## config.mk

```make
export PLATFORM = sky130hd
export DESIGN_NAME = data_cache
export DESIGN_NICKNAME = d
export VERILOG_FILES = /design/src/rtl/data_cache_pkg.sv /design/src/rtl/data_cache_byte_lane.sv /design/src/rtl/data_cache.sv
export SDC_FILE = /design/constraint.sdc
export NUM_CORES = 1
export LEC_CHECK = 0
export BUFFER_PORTS_ARGS = -buffer_cell sky130_fd_sc_hd__buf_4
export CAP_MARGIN = 20
export CORE_UTILIZATION = 55
export CTS_CLUSTER_DIAMETER = 120
export DETAILED_ROUTE_END_ITERATION = 16
export GPL_TIMING_DRIVEN = 0
export PLACE_DENSITY_LB_ADDON = 0.3
export SYNTH_ARGS = -nofsm -noshare
export SYNTH_HDL_FRONTEND = slang
export SYNTH_SLANG_ARGS = --single-unit
export TNS_END_PERCENT = 1
```

## constraint.sdc

```tcl
create_clock -name clk -period 9 [get_ports clk]
set_input_delay 0 -clock clk [delete_from_list [all_inputs] [get_ports clk]]
set_output_delay 0 -clock clk [all_outputs]
set_load 0.005 [all_outputs]
```

## src/rtl/data_cache_pkg.sv

```systemverilog
// Shared constants for the direct-mapped, write-through, one-word-per-line data cache.
package data_cache_pkg;
   localparam int ADDR_W       = 32;
   localparam int DEFAULT_SETS = 8;
   localparam int IDX_W        = $clog2(DEFAULT_SETS);
   localparam int TAG_W        = ADDR_W - IDX_W - 2;

   typedef logic [1:0] state_t;
   localparam logic [1:0] ST_IDLE  = 2'd0;
   localparam logic [1:0] ST_FILL  = 2'd1;
   localparam logic [1:0] ST_WRITE = 2'd2;
   localparam logic [1:0] ST_DONE  = 2'd3;
endpackage

```

## src/rtl/data_cache_byte_lane.sv

```systemverilog
// Byte-lane datapath: load byte extraction, store lane replication/enables,
// and merging of a completed store into a cached word.
module cache_byte_lane #(
   parameter int DATA_WIDTH = 32
) (
   input  logic [1:0]            byte_sel_i,
   input  logic                  is_byte_i,
   input  logic [DATA_WIDTH-1:0] line_i,
   input  logic [DATA_WIDTH-1:0] cpu_wdata_i,
   output logic [DATA_WIDTH-1:0] load_data_o,
   output logic [DATA_WIDTH-1:0] store_data_o,
   output logic [3:0]            store_be_o,
   input  logic [DATA_WIDTH-1:0] merge_old_i,
   input  logic [DATA_WIDTH-1:0] merge_data_i,
   input  logic [3:0]            merge_be_i,
   output logic [DATA_WIDTH-1:0] merged_o
);
   localparam int LW = DATA_WIDTH / 4;

   logic [LW-1:0] lanes [4];

   genvar gi;
   generate
      for (gi = 0; gi < 4; gi++) begin : g_lane
         assign lanes[gi] = line_i[gi*LW +: LW];
         // Byte stores place the low byte in every lane; the enable picks the real one.
         assign store_data_o[gi*LW +: LW] = is_byte_i ? cpu_wdata_i[LW-1:0]
                                                      : cpu_wdata_i[gi*LW +: LW];
         assign store_be_o[gi] = !is_byte_i || (byte_sel_i == 2'(gi));
         assign merged_o[gi*LW +: LW] = merge_be_i[gi] ? merge_data_i[gi*LW +: LW]
                                                       : merge_old_i[gi*LW +: LW];
      end
   endgenerate

   assign load_data_o = is_byte_i ? {{(DATA_WIDTH-LW){1'b0}}, lanes[byte_sel_i]} : line_i;
endmodule

```

## src/rtl/data_cache.sv

```systemverilog
// Direct-mapped, one-word-line data cache: read-allocate on load miss,
// write-through / no-write-allocate stores, single outstanding memory transaction.
module data_cache
   import data_cache_pkg::*;
#(
   parameter int DATA_WIDTH = 32,
   parameter int SETS       = DEFAULT_SETS
) (
   input  logic                  clk,
   input  logic                  rst,
   input  logic                  cpu_re,
   input  logic                  cpu_we,
   input  logic                  cpu_byte,
   input  logic [ADDR_W-1:0]     cpu_addr,
   input  logic [DATA_WIDTH-1:0] cpu_wdata,
   output logic [DATA_WIDTH-1:0] cpu_rdata,
   output logic                  stall,
   output logic                  mem_req,
   output logic                  mem_we,
   output logic [ADDR_W-1:0]     mem_addr,
   output logic [DATA_WIDTH-1:0] mem_wdata,
   output logic [3:0]            mem_be,
   input  logic                  mem_ready,
   input  logic [DATA_WIDTH-1:0] mem_rdata
);
   localparam int IW = (SETS == DEFAULT_SETS) ? IDX_W : $clog2(SETS);
   localparam int TW = (SETS == DEFAULT_SETS) ? TAG_W : ADDR_W - IW - 2;

   state_t                state_q, state_d;
   logic [SETS-1:0]       valid_q;
   logic [TW-1:0]         tag_mem  [SETS];
   logic [DATA_WIDTH-1:0] data_mem [SETS];

   logic                  mem_req_q, mem_req_d, mem_we_q, mem_we_d;
   logic [ADDR_W-1:0]     mem_addr_q, mem_addr_d;
   logic [DATA_WIDTH-1:0] mem_wdata_q, mem_wdata_d;
   logic [3:0]            mem_be_q, mem_be_d;

   logic [IW-1:0]         cpu_idx, txn_idx;
   logic [TW-1:0]         cpu_tag, txn_tag;
   logic                  cpu_hit, txn_hit, fill_done, write_done;
   logic [DATA_WIDTH-1:0] load_word, store_wdata, merged_word;
   logic [3:0]            store_be;

   // The outstanding transaction is identified by the registered memory address.
   assign cpu_idx    = cpu_addr[IW+1:2];
   assign cpu_tag    = cpu_addr[ADDR_W-1:IW+2];
   assign txn_idx    = mem_addr_q[IW+1:2];
   assign txn_tag    = mem_addr_q[ADDR_W-1:IW+2];
   assign cpu_hit    = valid_q[cpu_idx] && (tag_mem[cpu_idx] == cpu_tag);
   assign txn_hit    = valid_q[txn_idx] && (tag_mem[txn_idx] == txn_tag);
   assign fill_done  = (state_q == ST_FILL)  && mem_ready;
   assign write_done = (state_q == ST_WRITE) && mem_ready;

   cache_byte_lane #(.DATA_WIDTH(DATA_WIDTH)) u_lane (
      .byte_sel_i   (cpu_addr[1:0]),
      .is_byte_i    (cpu_byte),
      .line_i       (data_mem[cpu_idx]),
      .cpu_wdata_i  (cpu_wdata),
      .load_data_o  (load_word),
      .store_data_o (store_wdata),
      .store_be_o   (store_be),
      .merge_old_i  (data_mem[txn_idx]),
      .merge_data_i (mem_wdata_q),
      .merge_be_i   (mem_be_q),
      .merged_o     (merged_word)
   );

   always_comb begin
      state_d     = state_q;
      mem_req_d   = mem_req_q;
      mem_we_d    = mem_we_q;
      mem_addr_d  = mem_addr_q;
      mem_wdata_d = mem_wdata_q;
      mem_be_d    = mem_be_q;
      case (state_q)
         ST_IDLE: begin
            if (cpu_we) begin
               state_d     = ST_WRITE;
               mem_req_d   = 1'b1;
               mem_we_d    = 1'b1;
               mem_addr_d  = {cpu_addr[ADDR_W-1:2], 2'b00};
               mem_wdata_d = store_wdata;
               mem_be_d    = store_be;
            end else if (cpu_re && !cpu_hit) begin
               state_d    = ST_FILL;
               mem_req_d  = 1'b1;
               mem_we_d   = 1'b0;
               mem_addr_d = {cpu_addr[ADDR_W-1:2], 2'b00};
               mem_be_d   = 4'b1111;
            end
         end
         ST_FILL: begin
            if (mem_ready) begin
               state_d   = ST_IDLE;
               mem_req_d = 1'b0;
            end
         end
         ST_WRITE: begin
            if (mem_ready) begin
               state_d   = ST_DONE;
               mem_req_d = 1'b0;
               mem_we_d  = 1'b0;
            end
         end
         default: state_d = ST_IDLE;
      endcase
   end

   always_ff @(posedge clk) begin
      if (rst) begin
         state_q     <= ST_IDLE;
         valid_q     <= '0;
         mem_req_q   <= 1'b0;
         mem_we_q    <= 1'b0;
         mem_addr_q  <= '0;
         mem_wdata_q <= '0;
         mem_be_q    <= '0;
      end else begin
         state_q     <= state_d;
         mem_req_q   <= mem_req_d;
         mem_we_q    <= mem_we_d;
         mem_addr_q  <= mem_addr_d;
         mem_wdata_q <= mem_wdata_d;
         mem_be_q    <= mem_be_d;
         if (fill_done) valid_q[txn_idx] <= 1'b1;
      end
   end

   // Tag/data arrays carry no reset; validity alone qualifies their contents.
   always_ff @(posedge clk) begin
      if (!rst && fill_done) begin
         tag_mem[txn_idx]  <= txn_tag;
         data_mem[txn_idx] <= mem_rdata;
      end else if (!rst && write_done && txn_hit) begin
         data_mem[txn_idx] <= merged_word;
      end
   end

   assign stall = ((state_q == ST_IDLE) && (cpu_we || (cpu_re && !cpu_hit)))
                || (state_q == ST_FILL) || (state_q == ST_WRITE);
   assign cpu_rdata = ((state_q == ST_IDLE) && cpu_re && !cpu_we && cpu_hit) ? load_word : '0;

   assign mem_req   = mem_req_q;
   assign mem_we    = mem_we_q;
   assign mem_addr  = mem_addr_q;
   assign mem_wdata = mem_wdata_q;
   assign mem_be    = mem_be_q;
endmodule

```

==> Word-level counts from Yosys, hierarchy flattened <==
Memory sizes are Yosys's and may differ from the RTL's. A register that Yosys moved wholly into a read port is not among the register bits.
Cells that the tools add are included.
{ "word_totals": {"register_bits": 80, "ram_bits": 472, "inputBits": 102, "output_inout_bits": 103, "wordCells": 118, "n_memories": 2} }
{ "memory_table": {"columns": ["name", "words", "width", "rd", "rd_clocked_by_memory_dff", "write_ports", "line", "text"], "rows": [
  ["data_mem", 8, 32, 1, 0, 1, "data_cache.sv:32", "logic [DATA_WIDTH-1:0] data_mem [SETS];"],
  ["tag_mem", 8, 27, 2, 1, 1, "data_cache.sv:31", "logic [TW-1:0] tag_mem [SETS];"]
]} }
{ "op_classes": {"order_cmp": 4, "n_eq_ne": 15, "mux": 45, "bitwise_logic": 6, "n_reduce_logical": 39} }
{ "op_table": {"columns": ["cell", "n"], "rows": [
  ["32-bit two-way mux", 4],
  ["8-bit two-way mux", 13],
  ["27-bit == test", 2],
  ["8-bit binary-select mux with 2-bit select", 1],
  ["1-bit logical AND", 13],
  ["1-bit two-way mux", 13],
  ["2-bit AND reduction", 6],
  ["3-bit AND reduction", 3],
  ["3-bit by 4-bit less-than comparator with 1-bit output, second input constant", 2],
  ["2-bit two-way mux", 4],
  ["4-bit two-way mux", 2],
  ["8-bit bitwise OR", 1],
  ["1-bit logical OR", 7],
  ["1-bit binary-select mux with 3-bit select", 2],
  ["2-bit == test, second input constant", 3],
  ["3-bit two-way mux", 2],
  ["2-bit case mux with 3 select lines", 1],
  ["2-bit nonzero test", 3],
  ["2-bit by 1-bit == test with 1-bit output, second input constant", 2],
  ["1-bit logical NOT", 4],
  ["2-bit logical NOT", 2],
  ["1-bit inequality test, second input constant", 4],
  ["2-bit inequality test, second input constant", 2],
  ["1-bit bitwise OR", 4],
  ["8 further kinds", 9]
]} }

==> Depth between registers and ports, before layout <==
Gate-level depths: netlist (run 1).
{ "depth": {"ltp_word": 9, "ltp_mapped": 14, "ltp_nobuf": 10} }

==> Cells and area by module <==
A second synthesis (run 1) with hierarchy kept.
{ "hier_totals": {"hier_cells": 1603, "area_unflattened_um2": 26784.4} }
{ "modules_own_cells": {"columns": ["module", "instances", "cells_per_inst", "area_each_um2", "seq_area_each_um2"], "rows": [
  ["data_cache", 1, 1428, 25623.3, 15795.1],
  ["cache_byte_lane", 1, 175, 1161.1, 0.0]
]} }

==> Worst setup path after synthesis (run 1) <==
No wires, ideal clock.
{ "synth_path": {"path_type": "register to register", "start": "reg with a tool-made name", "end": "mem data_mem[0][0] (enable)", "setup_time_ns": 0.375, "t_arrival_ns": 3.140, "t_required_ns": 8.625, "slack_ns": 5.485, "path_stages_with_launch": 12, "n_path_buf": 4, "synth_period_minus_slack_ns": 3.515, "path_cell_list": "dfxtp_1 > buf_2 > clkbuf_1 > clkbuf_1 > mux4_2 > mux2i_1 > xor2_1 > nand4_1 > nor3_4 > nand4_2 > buf_6 > a21oi_1"} }
{ "synth_lines": {"columns": ["element", "line"], "rows": [
  ["end, declared", "data_cache.sv:32"]
]} }

==> results of run 1 <==
Yosys cell counts (8+ instances only):
| library cell | instances | share of area, % |
|---|---|---|
| mux2i_1 | 144 | 5.9 |
| xnor2_1 | 15 | 0.54 |
| a22oi_1 | 25 | 0.77 |
| clkbuf_1 | 36 | 0.56 |
| nor2_1 | 100 | 1.5 |
| nor2b_1 | 39 | 1.0 |
| mux2_4 | 8 | 0.49 |
| and3_1 | 9 | 0.23 |
| buf_2 | 22 | 0.45 |
| buf_6 | 15 | 0.69 |
| a211oi_1 | 8 | 0.25 |
| mux2_2 | 34 | 1.6 |
| nand2_1 | 43 | 0.66 |
| dfxtp_1 | 81 | 6.7 |
| buf_4 | 13 | 0.40 |
| xor2_1 | 29 | 1.0 |
| a21o_1 | 8 | 0.25 |
| o21ai_0 | 9 | 0.19 |
| edfxtp_1 | 472 | 58 |
| o22ai_1 | 28 | 0.72 |
| a21oi_1 | 54 | 1.1 |
| mux4_2 | 154 | 14 |
flip-flops by register name, indices dropped and copies added (netlist names), named ones only:
register,count
data_mem,256
mem_addr,30
mem_be,4
mem_req,1
mem_wdata,32
mem_we,1
state_q,2
tag_mem,216
valid_q,8
timing repair:
| item | CTS | global route |
|---|---|---|
| hold endpoints to repair | 323 | 0 |
| hold buffers | 107 | 0 |
| setup buffers | 0 | 0 |
power groups by stage:
stage	sequential (W)	combinational, W	clock (W)
6_report	0.00309	0.00120	0.00239
2_1_floorplan	0.00309	0.000686	0
3_5_place_dp	0.00314	0.00112	0
5_1_grt	0.00310	0.00127	0.00250
4_1_cts	0.00308	0.00118	0.00240
3_3_place_gp	0.00313	0.00109	0
through the flow:
step                cell area [um^2]  total power, W  util, %
floorplan                      24300         0.00378        -
global placement               26600         0.00422     61.3
detailed placement             26800         0.00426     61.8
CTS                            29800         0.00666     68.6
global route                   29800         0.00687     68.7
finish                         29800         0.00668     68.7
how the worst max path moves through the flow:
stage | slack, ns | endpoint | from | cells past startpoint
floorplan | 5.48 | data_mem[0][0] | flop | 11
global placement | 3.45 | data_mem[4][28] | flop | 11
detailed placement | 3.26 | data_mem[4][25] | flop | 11
CTS | 3.25 | data_mem[4][25] | flop | 11
global route | 3.18 | data_mem[2][28] | flop | 11
finish | 3.31 | data_mem[2][28] | flop | 11
cell families after synthesis:
kind of cell / after synthesis
AOI/OAI and AO/OA: 149
xor gates and xnor gates: 44
adders and majority gates: 3
buffers and inverters: 98
DFF: 553
muxes: 341
other: 1
and+or+nand+nor: 236
final cells by class:
cell class              instances  share of cell area (%)
clock buffers                  68                    4.88
plain buffers                  92                    1.79
diodes                          1                 0.00840
flip-flops and latches        553                    53.0
repair buffers                320                    9.37
clock inverters                36                    1.44
well taps                     585                    2.46
inverters                       6                  0.0756
multi-input cells             775                    27.0
worst max-delay path, delay by kind of cell, from the launching register on:
family / cells / cell delay (ns)
buf+inv: 4 / 1.86
simple gates: 3 / 1.34
compound gates: 1 / 0.90
mux: 2 / 0.57
flops: 1 / 0.32
xor+xnor: 1 / 0.28
layer usage:
metal	track usage, %	up-vias	wire [um]
li1	-	6460	-
met3	5.91	216	6620
met4	13.6	4	3110
met1	41.2	7875	25800
met5	0	-	23
met2	50.4	998	33300
==> out/metrics.csv, run 1 <==
metric,value,unit
status,finished clean,
timing.final.ws_setup,3.31,ns
synthAdderAreaFrac,0.154,%
die_y,212,um
synth_seq_cells,553,
stdcell_count,2436,
drive_gt1_share,30.9,%
clockRootBuffer,clkbuf_16,
powerDensity,224,mW/mm^2
worstPathCellList,"buf_2, clkbuf_1, buf_1, mux4_2, mux2i_1, xor2_1, nand4_1, nor2_1, nand4_2, buf_6, a21oi_1",
place_hpwl,45.7,mm
wl_per_cell,28.3,um
synth_edf_count,472,
synthMuxAreaShare,22.3,%
crit_path_max_fanout,10,
gr-total-overflow,0,
final_common_cell,edfxtp_1,
synth_top_flop_cell,edfxtp_1,
first_iter_violations,1752,
synthArstFlopShare,0,%
coreArea,0.0434,mm^2
yosysSeqAreaShare,64.9,%
slew_violations,0,
p_sw_share,27.0,%
fin_crit,5.69,ns
synth_cell_types,59,
fmax,176,MHz
syn_to_final_growth,22.5,%
ctsResizeCount,0,
cp.arrival,5.92,ns
p_leak,10.6,nW
r2r-end,data_mem[2][28],
rsz0062_at_grt,false,
place_ws,3.26,ns
switchingPower,0.00180,W
grt_antenna_before_repair,3,
timing.final.crit_share,63.3,%
hold_viol,0,
synth_top_family_by_area,multiplexers,
cts_tree,done,
start_kind,flop,
finalSetupTns,0,ns
cp_slowest_cell,a21oi_1,
cts_buffers,55,
drt-total-wl,68.8,mm
place_congestion,0.919,
worstPathRequired,9.23,ns
port_buffers,199,
seq_area,0.0158,mm^2
slowest_delay,0.90,ns
vias_per_cell,6.38,
grt_pass1_vias,15800,
hold_end,state_q[0],
placed_cells,2218,
grt_first_pass_wirelength,99.8,mm
worstHoldStart,cpu_re,
crit_path_end_kind,flop,
synthXorXnorAreaFrac,1.58,%
post-route-drc-count,0,
drtPass1Iterations,8,
die_area,0.0451,mm^2
clock_sinks,553,
track_usage,31.1,%
layout_common_cells,"edfxtp_1, buf_4, mux4_2",
start_util,56.1,%
die_x,212,um
comb_power_share,18.0,%
hold_depth,5,
whs,0.0504,ns
syn_area,0.0243,mm^2
cts.clk_slew.worst_paths,0.06,ns
reg2reg_slack,3.31,ns
setup_viol,0,
htree_levels,2,
hold_class,primary input to flop,
syn_area_per_cell,17.1,um^2
rows,76,
synthSimpleGateAreaFrac,4.85,%
ys_warn_count,0,
grt_max_degree,24,
ioPinCount,205,
pwr-share-clk,35.8,%
worstRegToRegCells,11,
synth_compound_area_share,3.89,%
cap_violations,0,
seq_power_share,46.2,%
clk_latency,0.63,ns
clockBufferDepth,3,
worstSetupPathType,flop to flop,
multiInputGateArea,0.00805,mm^2
peakVddDrop,0.000228,V
antenna_left,0,
fillers,2798,
fin_nets,1908,
finClkSkew,0.0206,ns
internal_power,0.00488,W
worstMarginPinSlew,1.17,ns
postSynthCellCount,1425,
vias,15600,
slew_headroom,21.7,%
Power figures use the tool's default switching activity.
==> run 2: changes to the inputs <==
--- a/config.mk
+++ b/config.mk
@@ -7,7 +7,7 @@
 export LEC_CHECK = 0
 export BUFFER_PORTS_ARGS = -buffer_cell sky130_fd_sc_hd__buf_4
 export CAP_MARGIN = 20
-export CORE_UTILIZATION = 55
+export CORE_UTILIZATION = 54
 export CTS_CLUSTER_DIAMETER = 120
 export DETAILED_ROUTE_END_ITERATION = 16
 export GPL_TIMING_DRIVEN = 0
==> constraint.sdc (replaced) <==
create_clock -name clk -period 4.7 [get_ports clk]
set_input_delay 0 -clock clk [delete_from_list [all_inputs] [get_ports clk]]
set_output_delay 0 -clock clk [all_outputs]
set_load 0.005 [all_outputs]
==> run 2 against run 1 <==
Non-clock buffer count fell by 8. Sequential power rose by 92%. Sequential share of layout area rose by 0.17 points. Register-to-register slack got worse by 3.2 ns. Largest cell class unchanged. Critical path depth fell by 1. Clock power rose by 80%. Flip-flop and latch count did not move. Fmax rose by 24%.
==> out/metrics.csv, run 2 (synthesis results as in run 1) <==
metric,value,unit,change
cap_violations,0,,unchanged
place_hpwl,45.8,mm,+0.19%
clk_latency,0.61,ns,-0.02 ns
finClkSkew,0.0325,ns,+0.0119 ns
drt-total-wl,68.6,mm,-0.29%
slew_headroom,26.5,%,+4.8 points
fin_crit,4.58,ns,-1.12 ns
die_y,214,um,+0.91%
status,finished clean,,
coreArea,0.0443,mm^2,+2.2%
placed_cell_area,0.0269,mm^2,+0.17%
total_power,0.0125,W,+87%
whs,0.0538,ns,+0.00336 ns
p_leak,10.6,nW,-0.86%
fmax,219,MHz,+24%
worstPathRequired,4.94,ns,-4.29 ns
regMostFlops,data_mem,,
rsz0062_at_grt,false,,
timing.final.crit_share,97.3,%,+34 points
grt_max_degree,21,,-13%
rows,77,,+1.3%
gr-total-overflow,0,,unchanged
slew_violations,0,,unchanged
cp.arrival,4.81,ns,-1.11 ns
powerDensity,421,mW/mm^2,+88%
cts_setup_buffers,0,,unchanged
cts_tree,done,,
final_area,0.0297,mm^2,-0.31%
clock_sinks,553,,unchanged
ioPinCount,205,,unchanged
first_iter_violations,1806,,+3.1%
seq_area,0.0158,mm^2,unchanged
setup_viol,0,,unchanged
worstSetupPathType,flop to flop,,
start_kind,flop,,
grt_first_pass_wirelength,101,mm,+0.74%
drtPass1Iterations,7,,-1
die_area,0.0459,mm^2,+1.8%
largest_reg_flops,256,,unchanged
cts_buffers,54,,-1.8%
syn_to_final_growth,22.1,%,
port_buffers,199,,unchanged
grt_antenna_before_repair,1,,-2
fillers,2920,,+4.4%
vias,15500,,-0.53%
crit_path_end_kind,flop,,
antenna_left,0,,unchanged
final_common_cell,edfxtp_1,,
die_x,214,um,+0.91%
fin_nets,1899,,-0.47%
peakVddDrop,0.000348,V,+53%
vias_per_cell,6.36,,-0.36%
track_usage,29.9,%,-1.1 points
clockBufferDepth,3,,unchanged
drive_gt1_share,32.4,%,+1.5 points
post-route-drc-count,0,,unchanged
layout_common_cells,"edfxtp_1, buf_4, mux4_2",,
hold_viol,0,,unchanged
clockRootBuffer,clkbuf_16,,
multiInputGateArea,0.00815,mm^2,+1.3%
place_congestion,0.867,,-5.7%
cts.clk_slew.worst_paths,0.06,ns,about the same
worstMarginPinSlew,1.10,ns,-0.0721 ns
htree_levels,2,,unchanged
grt_pass1_vias,15600,,-0.81%
wl_per_cell,28.2,um,-0.13%
worstHoldStart,cpu_re,,
hold_class,primary input to flop,,
crit_path_max_fanout,10,,unchanged
start_util,54.9,%,-1.2 points
run 2: power by group:
part	switching (W)	internal [W]	total, W
Sequential	0.000281	0.00563	0.00592
Clock	0.00185	0.00245	0.00430
Combinational	0.00125	0.00104	0.00228
run 2: worst paths after layout:
path	slack, ns	cells past startpoint	endpoint
setup / recovery	0.12	10	data_mem[3][17]
hold / removal	0.05	5	state_q[0]
setup reg to reg	0.12	10	data_mem[3][17]
hold reg to reg	0.48	1	valid_q[4]
run 2: layer usage:
layer,GRT usage [%],vias up,wire length [um],part of all wire (%)
li1,-,6431,-,-
met1,40.0,7814,25900,38
met2,48.9,1037,33300,48
met5,0,-,0,0
met3,5.33,189,6660,9.7
met4,12.1,0,2790,4.1
run 2: cell type report:
type,instances,area share [%]
Antenna cell,1,0.00842
Buffer,91,1.80
Clock buffer,78,5.09
Clock inverter,23,0.745
Inverter,6,0.0758
Multi-Input combinational cell,775,27.4
Sequential cell,553,53.2
Tap cell,592,2.49
Timing Repair Buffer,313,9.20
run 2: worst max-delay path: stages (launching register included):
cell and delay [ns]:
dfxtp_1 0.31, buf_2 0.33, buf_1 0.83, mux2i_1 0.34, xnor2_1 0.18, nor4_1 0.30
nand2_1 0.22, nor3_4 0.34, nand4_2 0.45, buf_6 0.33, a21oi_2 0.56
run 2: what timing repair did:
item | CTS | global route
resized for setup | 31 | 2
endpoints found under the hold margin | 323 | 0
setup endpoints to repair | 382 | 170
hold buffers | 101 | 0
run 2: per-stage QoR:
step	setup slack, ns	TNS, ns	std cells	util (%)
floorplan	1.18	0	1426	-
global placement	-0.779	-160.30	2217	60.0
detailed placement	-0.822	-170.27	2229	60.6
CTS	0.00453	0	2430	67.0
global route	0.0226	0	2432	67.0
finish	0.125	0	2432	67.0
